[config.mk]
export PLATFORM = sky130hd
export DESIGN_NAME = vga_frame_signature_flat
export DESIGN_NICKNAME = d
export VERILOG_FILES = /design/src/rtl/vga_frame_signature_pkg.sv /design/src/rtl/vga_frame_signature_if.sv /design/src/rtl/vga_frame_signature_crc32_word.sv /design/src/rtl/vga_frame_signature.sv /design/src/flat_wrapper.sv
export SDC_FILE = /design/constraint.sdc
export NUM_CORES = 1
export LEC_CHECK = 0
export CAP_MARGIN = 30
export CORE_MARGIN = 4
export CORE_UTILIZATION = 50
export DETAILED_ROUTE_END_ITERATION = 7
export PLACE_DENSITY = 0.73
export SLEW_MARGIN = 20
export SYNTH_ARGS = -nofsm -noshare
export SYNTH_HDL_FRONTEND = slang
export SYNTH_SLANG_ARGS = --single-unit
export TNS_END_PERCENT = 1
[constraint.sdc]
create_clock -name clk -period 3.75 [get_ports clk]
set_clock_uncertainty 0.05 [all_clocks]
set_input_delay 0.9375 -clock clk [delete_from_list [all_inputs] [get_ports clk]]
set_output_delay 0.9375 -clock clk [all_outputs]
set_load 0.05 [all_outputs]
[src/rtl/vga_frame_signature_pkg.sv]
// Shared types and constants for the VGA frame signature monitor.
package vga_mon_pkg;

  typedef enum logic [1:0] {
    IDLE    = 2'd0,
    WAIT_VS = 2'd1,
    CAPTURE = 2'd2,
    DONE    = 2'd3
  } mon_state_e;

  localparam logic [31:0] CRC32_POLY = 32'h04C1_1DB7;
  localparam logic [31:0] CRC32_INIT = 32'hFFFF_FFFF;

  // Standard 640x480@60 timing
  localparam int VGA_H_ACT   = 640;
  localparam int VGA_H_FP    = 16;
  localparam int VGA_H_SYNC  = 96;
  localparam int VGA_H_BP    = 48;
  localparam int VGA_H_TOTAL = VGA_H_ACT + VGA_H_FP + VGA_H_SYNC + VGA_H_BP;
  localparam int VGA_V_ACT   = 480;
  localparam int VGA_V_FP    = 10;
  localparam int VGA_V_SYNC  = 2;
  localparam int VGA_V_BP    = 33;
  localparam int VGA_V_TOTAL = VGA_V_ACT + VGA_V_FP + VGA_V_SYNC + VGA_V_BP;

endpackage

[src/rtl/vga_frame_signature_if.sv]
// Video sample, control and result signals of the frame signature monitor.
interface vga_frame_signature_if #(
  parameter int PIX_W = 24,
  parameter int CNT_W = 12
);
  logic             pix_en;
  logic             h_sync;
  logic             v_sync;
  logic [PIX_W-1:0] pix;
  logic             arm;
  logic             clear;
  logic             busy;
  logic             done;
  logic [31:0]      sig;
  logic [19:0]      pix_cnt;
  logic [CNT_W-1:0] h_len;
  logic [CNT_W-1:0] v_lines;
  logic             timing_err;
  logic [15:0]      frame_cnt;

  modport master (
    output pix_en, h_sync, v_sync, pix, arm, clear,
    input  busy, done, sig, pix_cnt, h_len, v_lines, timing_err, frame_cnt
  );

  modport slave (
    input  pix_en, h_sync, v_sync, pix, arm, clear,
    output busy, done, sig, pix_cnt, h_len, v_lines, timing_err, frame_cnt
  );
endinterface

[src/rtl/vga_frame_signature_crc32_word.sv]
// Combinational CRC-32 update for one W-bit word, MSB first, no reflection.
module crc32_word
  import vga_mon_pkg::*;
#(
  parameter int W = 24
) (
  input  logic [31:0]  crc_in,
  input  logic [W-1:0] data,
  output logic [31:0]  crc_out
);

  logic [31:0] crc_w;

  // One polynomial division step per data bit, starting at the MSB
  always_comb begin
    crc_w = crc_in;
    for (int i = W - 1; i >= 0; i--) begin
      if (crc_w[31] ^ data[i]) begin
        crc_w = {crc_w[30:0], 1'b0} ^ CRC32_POLY;
      end else begin
        crc_w = {crc_w[30:0], 1'b0};
      end
    end
    crc_out = crc_w;
  end

endmodule

[src/rtl/vga_frame_signature.sv]
// Monitor beside the VGA output: measures line/frame timing and reduces the
// active pixels of a frame to a CRC-32 signature.
//
//  state   | meaning
//  IDLE    | not capturing; waits for arm (auto re-arm when CONTINUOUS)
//  WAIT_VS | armed; waits for the vsync leading edge that opens a frame
//  CAPTURE | hashing active pixels and measuring lines until the next vsync edge
//  DONE    | one-clk result strobe; then IDLE, or straight back to CAPTURE
module vga_frame_signature
  import vga_mon_pkg::*;
#(
  parameter int NUM_CH     = 3,
  parameter int CH_W       = 8,
  parameter int H_ACT      = VGA_H_ACT,
  parameter int H_FP       = VGA_H_FP,
  parameter int H_SYNC     = VGA_H_SYNC,
  parameter int H_BP       = VGA_H_BP,
  parameter int V_ACT      = VGA_V_ACT,
  parameter int V_FP       = VGA_V_FP,
  parameter int V_SYNC     = VGA_V_SYNC,
  parameter int V_BP       = VGA_V_BP,
  parameter int SYNC_POL   = 0,
  parameter int CONTINUOUS = 0,
  parameter int CNT_W      = 12
) (
  input logic                  clk,
  input logic                  rst,
  vga_frame_signature_if.slave bus
);

  localparam int PIX_W = NUM_CH * CH_W;
  localparam logic             SYNC_LVL = (SYNC_POL != 0);
  localparam logic             CONT     = (CONTINUOUS != 0);
  localparam logic [CNT_W-1:0] H_TOT_C  = CNT_W'(H_ACT + H_FP + H_SYNC + H_BP);
  localparam logic [CNT_W-1:0] V_TOT_C  = CNT_W'(V_ACT + V_FP + V_SYNC + V_BP);
  localparam logic [CNT_W-1:0] X_LO     = CNT_W'(H_SYNC + H_BP);
  localparam logic [CNT_W-1:0] X_HI     = CNT_W'(H_SYNC + H_BP + H_ACT);
  localparam logic [CNT_W-1:0] Y_LO     = CNT_W'(V_SYNC + V_BP);
  localparam logic [CNT_W-1:0] Y_HI     = CNT_W'(V_SYNC + V_BP + V_ACT);

  mon_state_e       state_q, state_d;
  logic             hs_prev_q, hs_prev_d;
  logic             vs_prev_q, vs_prev_d;
  logic [CNT_W-1:0] x_q, x_d;
  logic [CNT_W-1:0] y_q, y_d;
  logic [31:0]      crc_q, crc_d;
  logic [19:0]      pcnt_q, pcnt_d;
  logic             line_err_q, line_err_d;
  logic             first_hs_q, first_hs_d;
  logic [31:0]      sig_q, sig_d;
  logic [19:0]      pix_cnt_q, pix_cnt_d;
  logic [CNT_W-1:0] h_len_q, h_len_d;
  logic [CNT_W-1:0] v_lines_q, v_lines_d;
  logic             timing_err_q, timing_err_d;
  logic [15:0]      frame_cnt_q, frame_cnt_d;

  logic             hs_act, vs_act, hs_e, vs_e;
  logic [CNT_W-1:0] x_next, y_next, line_len, v_lines_new;
  logic             in_frame, start, close, active, hashing, measure, line_err_upd;
  logic [31:0]      crc_next;

  assign hs_act = (bus.h_sync == SYNC_LVL);
  assign vs_act = (bus.v_sync == SYNC_LVL);
  assign hs_e   = bus.pix_en && hs_act && !hs_prev_q;
  assign vs_e   = bus.pix_en && vs_act && !vs_prev_q;

  // x_next/y_next are the coordinates of the sample being taken now;
  // x_q/y_q still describe the previous sample (used for line/frame lengths)
  assign x_next      = hs_e ? '0 : ((&x_q) ? x_q : x_q + 1'b1);
  assign y_next      = vs_e ? '0 : ((hs_e && !(&y_q)) ? y_q + 1'b1 : y_q);
  assign line_len    = x_q + 1'b1;
  assign v_lines_new = y_q + 1'b1;

  // In continuous mode the DONE clk already belongs to the next frame
  assign in_frame = (state_q == CAPTURE) || (CONT && (state_q == DONE));
  assign start    = !bus.clear && (state_q == WAIT_VS) && vs_e;
  assign close    = !bus.clear && (state_q == CAPTURE) && vs_e;
  assign active   = (x_next >= X_LO) && (x_next < X_HI) && (y_next >= Y_LO) && (y_next < Y_HI);
  assign hashing  = in_frame && bus.pix_en && !vs_e && active;
  assign measure  = in_frame && hs_e && !first_hs_q;
  assign line_err_upd = line_err_q | (measure && (line_len != H_TOT_C));

  crc32_word #(.W(PIX_W)) u_crc (
    .crc_in  (crc_q),
    .data    (bus.pix),
    .crc_out (crc_next)
  );

  // Next-state decode; clear overrides every transition
  always_comb begin
    state_d = state_q;
    case (state_q)
      IDLE:    if (bus.arm || CONT) state_d = WAIT_VS;
      WAIT_VS: if (vs_e) state_d = CAPTURE;
      CAPTURE: if (vs_e) state_d = DONE;
      DONE:    state_d = CONT ? CAPTURE : IDLE;
      default: state_d = IDLE;
    endcase
    if (bus.clear) state_d = IDLE;
  end

  // Sample counters, CRC accumulation and result latching
  always_comb begin
    hs_prev_d    = hs_prev_q;
    vs_prev_d    = vs_prev_q;
    x_d          = x_q;
    y_d          = y_q;
    crc_d        = crc_q;
    pcnt_d       = pcnt_q;
    line_err_d   = line_err_q;
    first_hs_d   = first_hs_q;
    sig_d        = sig_q;
    pix_cnt_d    = pix_cnt_q;
    h_len_d      = h_len_q;
    v_lines_d    = v_lines_q;
    timing_err_d = timing_err_q;
    frame_cnt_d  = frame_cnt_q;

    if (bus.pix_en) begin
      hs_prev_d = hs_act;
      vs_prev_d = vs_act;
      x_d       = x_next;
      y_d       = y_next;
    end
    if (hashing) begin
      crc_d  = crc_next;
      pcnt_d = pcnt_q + 1'b1;
    end
    if (measure) begin
      h_len_d    = line_len;
      line_err_d = line_err_upd;
    end
    if (in_frame && hs_e) first_hs_d = 1'b0;
    // The closing edge still measures the last line before results are taken
    if (close) begin
      sig_d        = crc_q;
      pix_cnt_d    = pcnt_q;
      v_lines_d    = v_lines_new;
      timing_err_d = line_err_upd | (v_lines_new != V_TOT_C);
      frame_cnt_d  = frame_cnt_q + 1'b1;
    end
    // An hsync edge on the opening sample is the frame's first and is not a line end
    if (start || (close && CONT)) begin
      crc_d      = CRC32_INIT;
      pcnt_d     = '0;
      line_err_d = 1'b0;
      first_hs_d = !hs_e;
    end
    if (bus.clear) frame_cnt_d = '0;
  end

  // State and datapath registers
  always_ff @(posedge clk or negedge rst) begin
    if (!rst) begin
      state_q      <= IDLE;
      hs_prev_q    <= 1'b0;
      vs_prev_q    <= 1'b0;
      x_q          <= '0;
      y_q          <= '0;
      crc_q        <= CRC32_INIT;
      pcnt_q       <= '0;
      line_err_q   <= 1'b0;
      first_hs_q   <= 1'b1;
      sig_q        <= '0;
      pix_cnt_q    <= '0;
      h_len_q      <= '0;
      v_lines_q    <= '0;
      timing_err_q <= 1'b0;
      frame_cnt_q  <= '0;
    end else begin
      state_q      <= state_d;
      hs_prev_q    <= hs_prev_d;
      vs_prev_q    <= vs_prev_d;
      x_q          <= x_d;
      y_q          <= y_d;
      crc_q        <= crc_d;
      pcnt_q       <= pcnt_d;
      line_err_q   <= line_err_d;
      first_hs_q   <= first_hs_d;
      sig_q        <= sig_d;
      pix_cnt_q    <= pix_cnt_d;
      h_len_q      <= h_len_d;
      v_lines_q    <= v_lines_d;
      timing_err_q <= timing_err_d;
      frame_cnt_q  <= frame_cnt_d;
    end
  end

  assign bus.busy       = (state_q == WAIT_VS) || (state_q == CAPTURE);
  assign bus.done       = (state_q == DONE);
  assign bus.sig        = sig_q;
  assign bus.pix_cnt    = pix_cnt_q;
  assign bus.h_len      = h_len_q;
  assign bus.v_lines    = v_lines_q;
  assign bus.timing_err = timing_err_q;
  assign bus.frame_cnt  = frame_cnt_q;

endmodule

[src/flat_wrapper.sv]
// flat-port wrapper written by rule: the top's interface ports become plain ports
module vga_frame_signature_flat import vga_mon_pkg::*;
#(
  parameter int NUM_CH     = 3,
  parameter int CH_W       = 8,
  parameter int H_ACT      = VGA_H_ACT,
  parameter int H_FP       = VGA_H_FP,
  parameter int H_SYNC     = VGA_H_SYNC,
  parameter int H_BP       = VGA_H_BP,
  parameter int V_ACT      = VGA_V_ACT,
  parameter int V_FP       = VGA_V_FP,
  parameter int V_SYNC     = VGA_V_SYNC,
  parameter int V_BP       = VGA_V_BP,
  parameter int SYNC_POL   = 0,
  parameter int CONTINUOUS = 0,
  parameter int CNT_W      = 12
)
  (clk, rst, bus_pix_en, bus_h_sync, bus_v_sync, bus_pix, bus_arm, bus_clear, bus_busy, bus_done, bus_sig, bus_pix_cnt, bus_h_len, bus_v_lines, bus_timing_err, bus_frame_cnt);
  vga_frame_signature_if #(.PIX_W((24)), .CNT_W(CNT_W)) bus_i ();
  input logic clk;
  input logic rst;
  input wire logic [$bits(bus_i.pix_en)-1:0] bus_pix_en;
  input wire logic [$bits(bus_i.h_sync)-1:0] bus_h_sync;
  input wire logic [$bits(bus_i.v_sync)-1:0] bus_v_sync;
  input wire logic [$bits(bus_i.pix)-1:0] bus_pix;
  input wire logic [$bits(bus_i.arm)-1:0] bus_arm;
  input wire logic [$bits(bus_i.clear)-1:0] bus_clear;
  output wire logic [$bits(bus_i.busy)-1:0] bus_busy;
  output wire logic [$bits(bus_i.done)-1:0] bus_done;
  output wire logic [$bits(bus_i.sig)-1:0] bus_sig;
  output wire logic [$bits(bus_i.pix_cnt)-1:0] bus_pix_cnt;
  output wire logic [$bits(bus_i.h_len)-1:0] bus_h_len;
  output wire logic [$bits(bus_i.v_lines)-1:0] bus_v_lines;
  output wire logic [$bits(bus_i.timing_err)-1:0] bus_timing_err;
  output wire logic [$bits(bus_i.frame_cnt)-1:0] bus_frame_cnt;
  assign bus_i.pix_en = bus_pix_en;
  assign bus_i.h_sync = bus_h_sync;
  assign bus_i.v_sync = bus_v_sync;
  assign bus_i.pix = bus_pix;
  assign bus_i.arm = bus_arm;
  assign bus_i.clear = bus_clear;
  assign bus_busy = bus_i.busy;
  assign bus_done = bus_i.done;
  assign bus_sig = bus_i.sig;
  assign bus_pix_cnt = bus_i.pix_cnt;
  assign bus_h_len = bus_i.h_len;
  assign bus_v_lines = bus_i.v_lines;
  assign bus_timing_err = bus_i.timing_err;
  assign bus_frame_cnt = bus_i.frame_cnt;
  vga_frame_signature #(.NUM_CH(NUM_CH), .CH_W(CH_W), .H_ACT(H_ACT), .H_FP(H_FP), .H_SYNC(H_SYNC), .H_BP(H_BP), .V_ACT(V_ACT), .V_FP(V_FP), .V_SYNC(V_SYNC), .V_BP(V_BP), .SYNC_POL(SYNC_POL), .CONTINUOUS(CONTINUOUS), .CNT_W(CNT_W)) u_core (.clk(clk), .rst(rst), .bus(bus_i));
endmodule
* Yosys cells after proc, flatten, opt, wreduce, memory -nomap -nowiden
Index checks and enable logic that the tools add are counted.
** Word-level totals
- Register bits after elaboration :: 175
- Input port bits :: 31
- Output and inout port bits :: 95
- Logic and storage cells :: 160
** Operators by class
- $add $sub $neg :: 4
- Magnitude comparators :: 4
- Equal/unequal tests :: 8
- Muxes and demuxes :: 43
- Bitwise gates (word level) :: 52
- Reductions and logical operators :: 34
** Operators by type and width (count)
- $mux 27 :: 24
- $not 14->14 :: 24
- $mux 32 :: 2
- $mux 12 :: 4
- $mux 20 :: 2
- $mux 16 :: 2
- $add 12x1->12 const B :: 2
- $lt 12x10->1 const B :: 2
- $ne 12x10->1 const B :: 2
- $reduce_and 12->1 :: 2
- $xor 1x1->1 :: 24
- $add 20x1->20 const B :: 1
- $logic_and 1x1->1 :: 18
- $add 16x1->16 const B :: 1
- $ge 12x6->1 const B :: 1
- $ge 12x8->1 const B :: 1
- $mux 2 :: 4
- $pmux 2 s4 :: 1
- $reduce_bool 2->1 :: 4
- $logic_not 1->1 :: 7
- $ne 3x2->1 const B :: 2
- $eq 2x2->1 const B :: 2
- $mux 1 :: 4
- $ne 3x3->1 const B :: 1
- 6 further kinds :: 8

* Logic depth before layout (Yosys ltp)
Gate-level depths: netlist (run 1).
- Word-level depth :: 50
- Gate-level depth with buffers :: 13
- Mapped depth without buffers :: 10

* Hierarchy
From an unflattened synthesis (run 1), not the netlist that was laid out.
** Second synthesis, totals
- Cells, all modules :: 1017
- Area, all modules :: 11297.1 µm²
** Modules (own cells, without submodules)
- vga_frame_signature :: times used 1, cells an instance 810, area each 8847.2 µm², seq. area each 4420.5 µm²
- crc32_word :: times used 1, cells an instance 207, area each 2449.8 µm², seq. area each 0.0 µm²

* Worst setup path before layout (run 1)
Ideal clock, no wire load.
- Kind :: input -> register
- From :: input bus_pix[23]
- To :: register u_core.crc_q[11]
- Setup time :: 82 ps
- Arrival time :: 3724 ps
- Data required time :: 3618 ps
- Path slack :: -106 ps
- Stages on the path :: 8
- Path buffers :: 0
- Cells stage by stage :: xnor2_2 > xor3_1 > xnor2_2 > xnor3_2 > xnor2_4 > xnor3_1 > nor4b_1 > nor3_1
** Between the ends
- Cells in the longest elaborated chain, start to end :: 31
- Elaborated cells on any way between the ends :: 52
- Classes of those cells :: mux: 26; bitwise: 26
** RTL lines
- from (decl) :: RTL line flat_wrapper.sv:25 : input wire logic [$bits(bus_i.pix)-1:0] bus_pix;
- $xor 1x1->1 (*) :: RTL line vga_frame_signature_crc32_word.sv:18 : if (crc_w[31] ^ data[i]) begin
- $mux 27 (*) :: RTL line vga_frame_signature_crc32_word.sv:18
- $mux 27 (5 in a row) :: RTL line vga_frame_signature_crc32_word.sv:18
- $not 14->14 (no source line)
- $mux 27 :: RTL line vga_frame_signature_crc32_word.sv:18
- $not 14->14 (no source line)
- $mux 27 (3 in a row) :: RTL line vga_frame_signature_crc32_word.sv:18
- $not 14->14 (no source line)
- [... 8 more ...]
- $not 14->14 (no source line)
- $mux 27 (2 in a row) :: RTL line vga_frame_signature_crc32_word.sv:18
- $not 14->14 (no source line)
- $mux 27 (*) :: RTL line vga_frame_signature_crc32_word.sv:18
- $not 14->14 (no source line)
- $mux 27 (*) :: RTL line vga_frame_signature_crc32_word.sv:18
- $mux 32 (*) :: RTL line vga_frame_signature.sv:125 : if (hashing) begin
- $mux 32 (*) :: RTL line vga_frame_signature.sv:143 : if (start || (close && CONT)) begin
- to (signal assigned) :: RTL line vga_frame_signature.sv:176 : crc_q <= crc_d;
- to (decl) :: RTL line vga_frame_signature.sv:46 : logic [31:0] crc_q, crc_d;
Mark *: on every way between the ends. The rest lies on a longest branch, timed or not. The select of a mux whose other input is x is not followed.
A chain may end at the register's enable or synchronous reset.

* Final worst setup path (run 1)
- From :: input bus_pix[20]
- To :: register u_core.crc_q[12]
** Between the ends
- Cells in the longest elaborated chain, start to end :: 29
- Elaborated cells on any way between the ends :: 49
- Classes of those cells :: mux: 23; bitwise: 26
** RTL lines (RTL line)
- $xor 1x1->1 (*) :: vga_frame_signature_crc32_word.sv:18
- $mux 27 (*) :: vga_frame_signature_crc32_word.sv:18
- $mux 27 or $not 14->14 (tied branches)
- $mux 27 :: vga_frame_signature_crc32_word.sv:18
- $not 14->14 (no source line) or $mux 27 (tied branches)
- $mux 27 :: vga_frame_signature_crc32_word.sv:18
- $xor 1x1->1 or $not 14->14 (tied branches)
- $mux 27 :: vga_frame_signature_crc32_word.sv:18
- [... 13 more ...]
- $not 14->14 (no source line)
- $mux 27 :: vga_frame_signature_crc32_word.sv:18
- $not 14->14 (no source line)
- $mux 27 :: vga_frame_signature_crc32_word.sv:18
- $not 14->14 (no source line)
- $mux 27 (*) :: vga_frame_signature_crc32_word.sv:18
- $mux 32 (*) :: vga_frame_signature.sv:125
- $mux 32 (*) :: vga_frame_signature.sv:143
Marked as above.

==> reports/results.tsv, run 1 <==
stage	metric	value	unit
sta	worstMarginPinSlew	846	ps
synth	syn-num-nets	1034	
sta	period_needed	3620	ps
clock_tree	cts_inserted_buffers	17	
sta	drv_slew	0	
hold_path	hp-class	reg2reg	
synth	ys_warn_count	0	
die	initial_utilization	51.5	%
global_route	grt_pass1_wl	43000	um
sta	timing.fmax	277	MHz
clock_tree	post_cts_buffers	0	
placed_design	io_buffers	125	
die	pin_count	126	
critical_path	worstSetupPathType	in2reg	
flow_run	cap_violations	0	
route	drt_iter0_markers	530	
placed_design	place_ws	-260	ps
critical_path	worstPathRequired	4060	ps
finish	syn_to_final_growth	29.2	%
critical_path	end_kind	flip-flop	
synth	synth_area_leader_cell	dfrtp_1	
synth	synth_common_cells	dfrtp_1, xnor2_1, a21oi_1	
hold_path	min_to	u_core.bus.h_len[11]	
clock_tree	clockBufferDepth	2	
sta	rsz0062_at_grt	no	
clock_tree	h-tree-depth	4	
critical_path	cp_max_fo	3	
clock_tree	holdBufCountCts	0	
sta	finalSetupViolations	0	
synth	synth.most_common_cell	dfrtp_1	
critical_path	startpoint_type	input pin	
synth	synth.top_cell.area_share	33.8	%
die	die-area	0.0234	mm2
route	drc	0	
global_route	grt_start_max_net_pins	68	
synth	synth.area.top_cells	dfrtp_1, xnor2_1, dfstp_2, mux2_2, xor2_1	
route	viasPerCell	5.45	
finish	layout.nets	1257	
die	num_rows	52	
sta	finalHoldViolCount	0	
route	wirelength	26200	um
finish	n_antenna_cell	0	
die	die_w	153	um
synth	syn_area	0.0105	mm2
route	num_vias	8168	
sta	setup_slack	135	ps
synth	synth_ff_type	dfrtp_1	
placed_design	hpwl	19900	um
hold_path	holdCritStartpoint	u_core.bus.h_len[11]	
synth	synthCells	993	
critical_path	ff2ff_setup_slack	430	ps
finish	drive_gt1_share	24.0	%
clock_tree	ctsResizeCount	0	
run_status	outcome	finished clean	
critical_path	r2r-end	u_core.pcnt_q[7]	
synth	synth_edf_count	0	
die	die_y	153	um
clock_tree	cts_tree	built	
clock_tree	cts-root-buf	clkbuf_16	
route	ant_nets	0	
synth	synthArstFlopShare	100	%
global_route	antenna_found_initial	0	
placed_design	gp_congestion	0.927	
clock_tree	clkSinkCount	175	
route	wl_per_cell	17.5	um
sta	relSlewSlack	43.1	%
sta	fin_crit_sh	96.4	%
synth	seq_area_frac_synth	42.1	%
route	first_pass_iters	5	
global_route	grt_usage	22.7	%
synth	ys_ff_latch	175	
synth	synth_cell_types	60	
die	core_area	0.0204	mm2
clock_tree	clk_latency	430	ps
global_route	grt_overflow	0	
critical_path	arrival	3920	ps
clock_tree	clk_pin_slew	70	ps
critical_path	r2r_cells	10	
critical_path	rr_startpoint	u_core.y_q[0]	
global_route	grt_pass1_vias	8055	
synth	synth.avg_cell_area	10.6	um2
hold_path	holdPathStages	2	
[state kept, by name, indices dropped and copies added, names as in the netlist]
signal and count:
u_core.pcnt_q 20, u_core.first_hs_q 1, u_core.state_q 2, u_core.bus.h_len 12, u_core.crc_q 32, u_core.x_q 12, u_core.line_err_q 1, u_core.y_q 12
u_core.bus.frame_cnt 16, u_core.vs_prev_q 1, u_core.bus.pix_cnt 20, u_core.hs_prev_q 1, u_core.bus.timing_err 1, u_core.bus.sig 32, u_core.bus.v_lines 12
[cells by family (layout without fill, tap and decap cells)]
| logic type | count (synthesis) | in the layout | synth area share [%] |
|---|---|---|---|
| multiplexers | 62 | 62 | 6.58 |
| AND/OR/NAND/NOR | 262 | 262 | 12.6 |
| AO/OA/AOI/OAI | 178 | 178 | 9.63 |
| XOR/XNOR | 234 | 234 | 25.3 |
| adder cells (fa/ha/maj) | 10 | 10 | 1.19 |
| flip-flops | 175 | 175 | 42.1 |
| buffers and inverters | 72 | 308 | 2.61 |
[metrics by stage]
stage / TNS [ps] / utilization [%] / hold slack [ps] / cell area [um2] / std cells
final: 0 / 66.5 / 426 / 13600 / 1499
after global routing: 0 / 66.5 / 449 / 13600 / 1499
after CTS: 0 / 66.4 / 435 / 13600 / 1499
after detailed placement: -6070 / 63.6 / 419 / 13000 / 1467
after global placement: -4600 / 63.6 / 410 / 13000 / 1467
after floorplan: 0 / - / 417 / 10500 / 993
[cell type report]
cell class | count | area [um2]
sequential | 175 | 4420
timing repair buffer | 259 | 2320
clock buffer | 18 | 429
tap | 270 | 338
clock inverter | 14 | 153
inverter | 17 | 63.8
fill | 1655 | 6850
multi-input combinational | 746 | 5860
[worst max-delay path, stage by stage]
cell and delay [ps]:
clkdlybuf4s50_1 510, xor2_1 230, buf_4 160, xnor3_1 470, xnor2_2 310, xor2_1 120
buf_4 180, xnor2_1 290, xnor2_2 210, xnor3_1 370, a21oi_1 150
[worst max-delay path by stage]
stage / startpoint / end / cells after the start
after floorplan: bus_pix[22] / u_core.crc_q[11] / 8
after global placement: bus_pix[20] / u_core.crc_q[17] / 10
after detailed placement: bus_pix[20] / u_core.crc_q[28] / 10
after CTS: bus_pix[20] / u_core.crc_q[12] / 11
after global routing: bus_pix[20] / u_core.crc_q[17] / 10
final: bus_pix[20] / u_core.crc_q[12] / 11
[routing by layer]
metal | routed length [um] | global-route usage [%] | up-vias
met5 | 0 | 0 | -
met4 | 299 | 5.39 | 0
met3 | 960 | 2.94 | 21
met2 | 12600 | 36.7 | 184
met1 | 12300 | 32.8 | 4048
li1 | - | - | 3915
[cell usage in the layout (no fill, tap or decap), types with 3 or more instances in the layout]
cell type,n
dfrtp_1,142
xnor2_1,139
buf_4,129
clkdlybuf4s50_1,124
a21oi_1,84
nand2_1,62
mux2_2,57
nor2_1,49
xor2_1,49
o21ai_0,48
nor3_1,43
dfstp_2,33
and3_1,21
or3_1,19
nand3_1,18
inv_1,17
clkbuf_16,17
nand4_1,15
xnor3_1,15
a31oi_1,12
xnor2_4,10
xnor2_2,10
ha_1,10
and2_1,6
o31ai_1,6
and4_1,5
nand2b_1,5
mux2i_1,5
or4_1,5
buf_12,5
clkinvlp_4,4
inv_8,4
o211ai_1,3
a31o_2,3
a311oi_1,3
nor4b_1,3
xnor3_2,3
xor3_1,3
Power of run 1 is not shown: default switching activity piles up to over one toggle a cycle in this logic, so the estimate is an artifact.
==> run 2, diff against run 1 <==
==> constraint.sdc (replaced) <==
create_clock -name clk -period 3.75 [get_ports clk]
set_clock_uncertainty 0.05 [all_clocks]
set_input_delay 1.125 -clock clk [delete_from_list [all_inputs] [get_ports clk]]
set_output_delay 1.125 -clock clk [all_outputs]
set_load 0.05 [all_outputs]
==> run 2 against run 1 <==
Wire length increased by 0.85%. Critical path depth unchanged. Non-clock buffer count increased by 13.
==> reports/results.tsv, run 2 (synthesis gave the netlist of run 1 again) <==
stage	metric	value	unit
die	die-area	0.0234	mm2
critical_path	arrival	4040	ps
finish	layout_commonest_cell	dfrtp_1	
route	viasPerCell	5.40	
die	pin_count	126	
finish	final_cell_mix	dfrtp_1, buf_4, xnor2_1, clkdlybuf4s50_1, a21oi_1	
global_route	grt_pass1_wl	43100	um
route	ant_nets	0	
sta	drv_slew	0	
sta	rsz0062_at_grt	yes	
critical_path	cp_cell_sequence	clkdlybuf4s50_1, xnor2_4, buf_4, xor3_2, xnor2_2, xor2_1, buf_4, xnor2_1, xnor3_2, nor4b_1, nor3_1	
global_route	grt_pass1_vias	8005	
route	wl_per_cell	17.5	um
critical_path	startpoint_type	input pin	
critical_path	critPathBufInv	3	
critical_path	cp_max_fo	5	
die	die_w	153	um
die	die_y	153	um
critical_path	critPathMaxStageDelay	570	ps
finish	syn_to_final_growth	31.3	%
clock_tree	clk_latency	430	ps
global_route	grt_usage	22.6	%
critical_path	worstPathRequired	4050	ps
placed_design	dp_cells	1476	
clock_tree	clkSinkCount	175	
critical_path	crit_slowest_cell	clkdlybuf4s50_1	
critical_path	worstSetupPathType	in2reg	
placed_design	hpwl	19900	um
sta	finalHoldViolCount	0	
die	core_area	0.0204	mm2
route	num_vias	8169	
clock_tree	clockBufferDepth	2	
clock_tree	cts_tree	built	
flow_run	cap_violations	0	
finish	layout.nets	1270	
route	drc	0	
clock_tree	holdBufCountCts	0	
sta	hold_ws	427	ps
global_route	met1_usage	32.5	%
clock_tree	h-tree-depth	4	
sta	relSlewSlack	52.8	%
hold_path	hp-class	reg2reg	
critical_path	critPathTopFamily	XOR/XNOR gates	
finish	finalNonFillerCells	1512	
sta	worstMarginPinSlew	702	ps
finish	nFillCells	1627	
sta	fin_crit_sh	99.7	%
global_route	grt_start_max_net_pins	76	
global_route	gr-max-usage-layer	met2	
finish	n_antenna_cell	0	
global_route	met2_usage	36.4	%
sta	setup_tns	0	ps
critical_path	end_kind	flip-flop	
placed_design	gp_congestion	0.903	
global_route	grt_overflow	0	
critical_path	cp_common_cell	buf_4	
sta	setup_slack	9.61	ps
finish	drive_gt1_share	26.3	%
placed_design	place_ws	-520	ps
route	drt_iter0_markers	371	
placed_design	io_buffers	125	
clock_tree	cts-root-buf	clkbuf_16	
clock_tree	cts_inserted_buffers	17	
global_route	antenna_found_initial	1	
sta	period_needed	3740	ps
route	wirelength	26400	um
route	first_pass_iters	5	
die	num_rows	52	
sta	timing.fmax	267	MHz
global_route	grt_use_met3	4.04	%
die	initial_utilization	51.5	%
sta	finalSetupViolations	0	
clock_tree	clk_pin_slew	70	ps
run_status	outcome	finished clean	
-- run 2: changes by cell type in the layout (fill, tap and decap cells not counted), moves of 3 or more --
cell	change
xnor3_2	+4
xnor3_1	-4
xor2_1	-3
xnor2_1	-8
buf_4	+12
xor2_2	+3
inv_8	-3
xnor2_2	+7
-- run 2: area by class of cell --
class | count | area, um2 | area share, %
multi-input cells | 746 | 5970 | 43.3
flip-flops and latches | 175 | 4420 | 32.0
repair buffers | 272 | 2420 | 17.6
clock buffers | 20 | 457 | 3.31
well taps | 270 | 338 | 2.45
clock inverters | 12 | 123 | 0.889
inverters | 17 | 63.8 | 0.462
-- run 2: through the flow --
stage / utilization (%) / area [um2]
final: 67.5 / 13800
after global routing: 67.5 / 13800
after CTS: 67.0 / 13700
after detailed placement: 64.0 / 13100
after global placement: 64.0 / 13100
after floorplan: - / 10500
-- run 2: final timing paths --
path	cells past startpoint	startpoint	to	slack, ps
min	2	u_core.bus.h_len[10]	u_core.bus.h_len[10]	430
max	11	bus_pix[23]	u_core.crc_q[11]	10
max in group asynchronous	2	rst	u_core.y_q[11]	2130
max reg2reg	9	u_core.crc_q[29]	u_core.crc_q[11]	450
min reg2reg	2	u_core.bus.h_len[10]	u_core.bus.h_len[10]	430
min in group asynchronous	1	rst	u_core.bus.h_len[0]	590
-- run 2: per-layer routing --
metal  vias up  share of wire, %
li1       3918                 -
met1      4030                47
met2       194                47
met3        25               4.3
met4         2               1.2
met5         -             0.049
-- run 2: worst min-delay path, cell delays in order, from the launching register on --
cell and delay (ps):
dfrtp_1 340, nand2_1 40, o21ai_0 60
-- run 2: timing repair --
item | CTS | global route
setup endpoints to repair | 9 | 41
resized for setup | 6 | 15
pin swaps | 0 | 9
setup buffers | 0 | 4
Power of run 2 is left out for the same reason.
==> run 3, diff against run 2 <==
- CORE_ASPECT_RATIO: not set -> 0.6
==> run 3 against run 2 <==
Core utilization is 1.5 points higher. Via count is 4.5% higher. Critical path type unchanged. Fmax is 0.25% higher. Worst hold slack better by 8.2 ps. Cell count is 1.5% higher. Die area is 0.33% higher. Count of clock-buffer cells in the layout is 3 higher. First-iteration DRC count is 74% higher. Critical endpoint is now u_core.crc_q[12]. Sequential cell count stayed put. Wire length is 15% higher. Global-route usage is 3.2 points higher. Largest cell class unchanged.
==> reports/results.tsv, run 3 (synthesis gave the netlist of run 1 again) <==
stage	metric	value	unit
critical_path	arrival	4050	ps
finish	layout.nets	1289	
die	pin_count	126	
finish	n_antenna_cell	0	
placed_design	io_buffers	125	
clock_tree	clkSinkCount	175	
clock_tree	holdBufCountCts	0	
clock_tree	h-tree-depth	4	
sta	finalHoldViolCount	0	
critical_path	startpoint_type	input pin	
die	num_rows	40	
hold_path	holdPathStages	2	
die	die-area	0.0235	mm2
critical_path	ff2ff_setup_slack	320	ps
route	viasPerCell	5.56	
placed_design	place_ws	-488	ps
route	drc	0	
finish	syn_to_final_growth	33.5	%
finish	layout_commonest_cell	buf_4	
clock_tree	cts_inserted_buffers	17	
placed_design	hpwl	22900	um
sta	period_needed	3730	ps
critical_path	rr_startpoint	u_core.x_q[0]	
hold_path	min_to	u_core.bus.pix_cnt[14]	
die	initial_utilization	51.7	%
sta	rsz0062_at_grt	yes	
global_route	grt_pass1_vias	7945	
global_route	grt_overflow	0	
flow_run	cap_violations	0	
hold_path	hp-class	reg2reg	
global_route	grt_pass1_wl	47000	um
sta	worstMarginPinSlew	621	ps
route	ant_nets	0	
route	wirelength	30300	um
clock_tree	cts-root-buf	clkbuf_16	
finish	final_cell_mix	buf_4, dfrtp_1, xnor2_1, clkdlybuf4s50_1, a21oi_1	
critical_path	r2r-end	u_core.pcnt_q[15]	
global_route	antenna_found_initial	0	
sta	drv_slew	0	
die	core_area	0.0203	mm2
route	drt_iter0_markers	645	
hold_path	holdCritStartpoint	u_core.bus.pix_cnt[14]	
placed_design	gp_congestion	0.969	
sta	finalSetupViolations	0	
route	first_pass_iters	5	
clock_tree	clk_pin_slew	70	ps
sta	fin_crit_sh	99.5	%
run_status	outcome	finished clean	
global_route	grt_start_max_net_pins	60	
route	num_vias	8535	
clock_tree	cts_tree	built	
critical_path	cp_max_fo	4	
critical_path	worstSetupPathType	in2reg	
die	die_w	195	um
sta	timing.fmax	268	MHz
die	die_y	120	um
critical_path	r2r_cells	11	
clock_tree	clockBufferDepth	2	
route	wl_per_cell	19.8	um
finish	stdcell_area	0.0140	mm2
clock_tree	clk_latency	440	ps
sta	setup_slack	19.1	ps
sta	relSlewSlack	58.3	%
placed_design	dpl-instance-area	0.0133	mm2
critical_path	worstPathRequired	4070	ps
critical_path	end_kind	flip-flop	
global_route	grt_usage	25.8	%
finish	drive_gt1_share	27.2	%
run 3: cell count changes in the layout (fill, tap and decap cells not counted), sizes merged:
cell	change
clkbuf	+3
clkinv	-1
inv	-5
bufinv	+3
clkdlybuf4s50	+1
buf	+19
dlymetal6s2s	-1
run 3: worst max-delay path, cell delays in order:
cell	delay (ps)
clkdlybuf4s50_1	550
xor2_1	210
buf_4	140
xnor3_1	440
xnor2_1	270
xnor2_2	130
buf_4	180
xnor2_2	260
xnor2_4	170
xnor3_1	410
a21oi_1	150
run 3: timing repair:
item / in CTS / in global routing
setup buffers: 0 / 1
pin swaps: 0 / 3
resized for setup: 1 / 17
hold endpoints to repair: 0 / 0
endpoints found under the setup margin: 3 / 35
run 3: metal layers:
| layer | track usage [%] | wire (um) |
|---|---|---|
| met1 | 44.1 | 15700 |
| met2 | 32.4 | 11700 |
| met3 | 6.29 | 2660 |
| met4 | 4.14 | 194 |
| met5 | 0 | 0 |
run 3: through the flow:
stage	instances	TNS (ps)	hold WS, ps	utilization (%)
5_1_grt	1534	-971	445	69.0
3_5_place_dp	1500	-14280	423	65.3
6_report	1534	0	435	69.0
3_3_place_gp	1500	-14520	410	65.3
4_1_cts	1532	0	438	68.5
2_1_floorplan	993	-377	417	-
run 3: layout make-up:
cell class	instances	area, um2
Fill cell	1548	6290
Clock inverter	9	158
Timing Repair Buffer	291	2580
Tap cell	273	342
Inverter	17	63.8
Clock buffer	23	478
Sequential cell	175	4420
Multi-Input combinational cell	746	5980
run 3: worst max path at each step:
stage,start,end,cells after the start
6_report,bus_pix[20],u_core.crc_q[12],11
3_3_place_gp,bus_pix[22],u_core.crc_q[11],9
5_1_grt,bus_pix[20],u_core.crc_q[12],11
3_5_place_dp,bus_pix[17],u_core.crc_q[16],11
2_1_floorplan,bus_pix[22],u_core.crc_q[11],8
4_1_cts,bus_pix[20],u_core.crc_q[16],11
Power of run 3 is left out for the same reason.
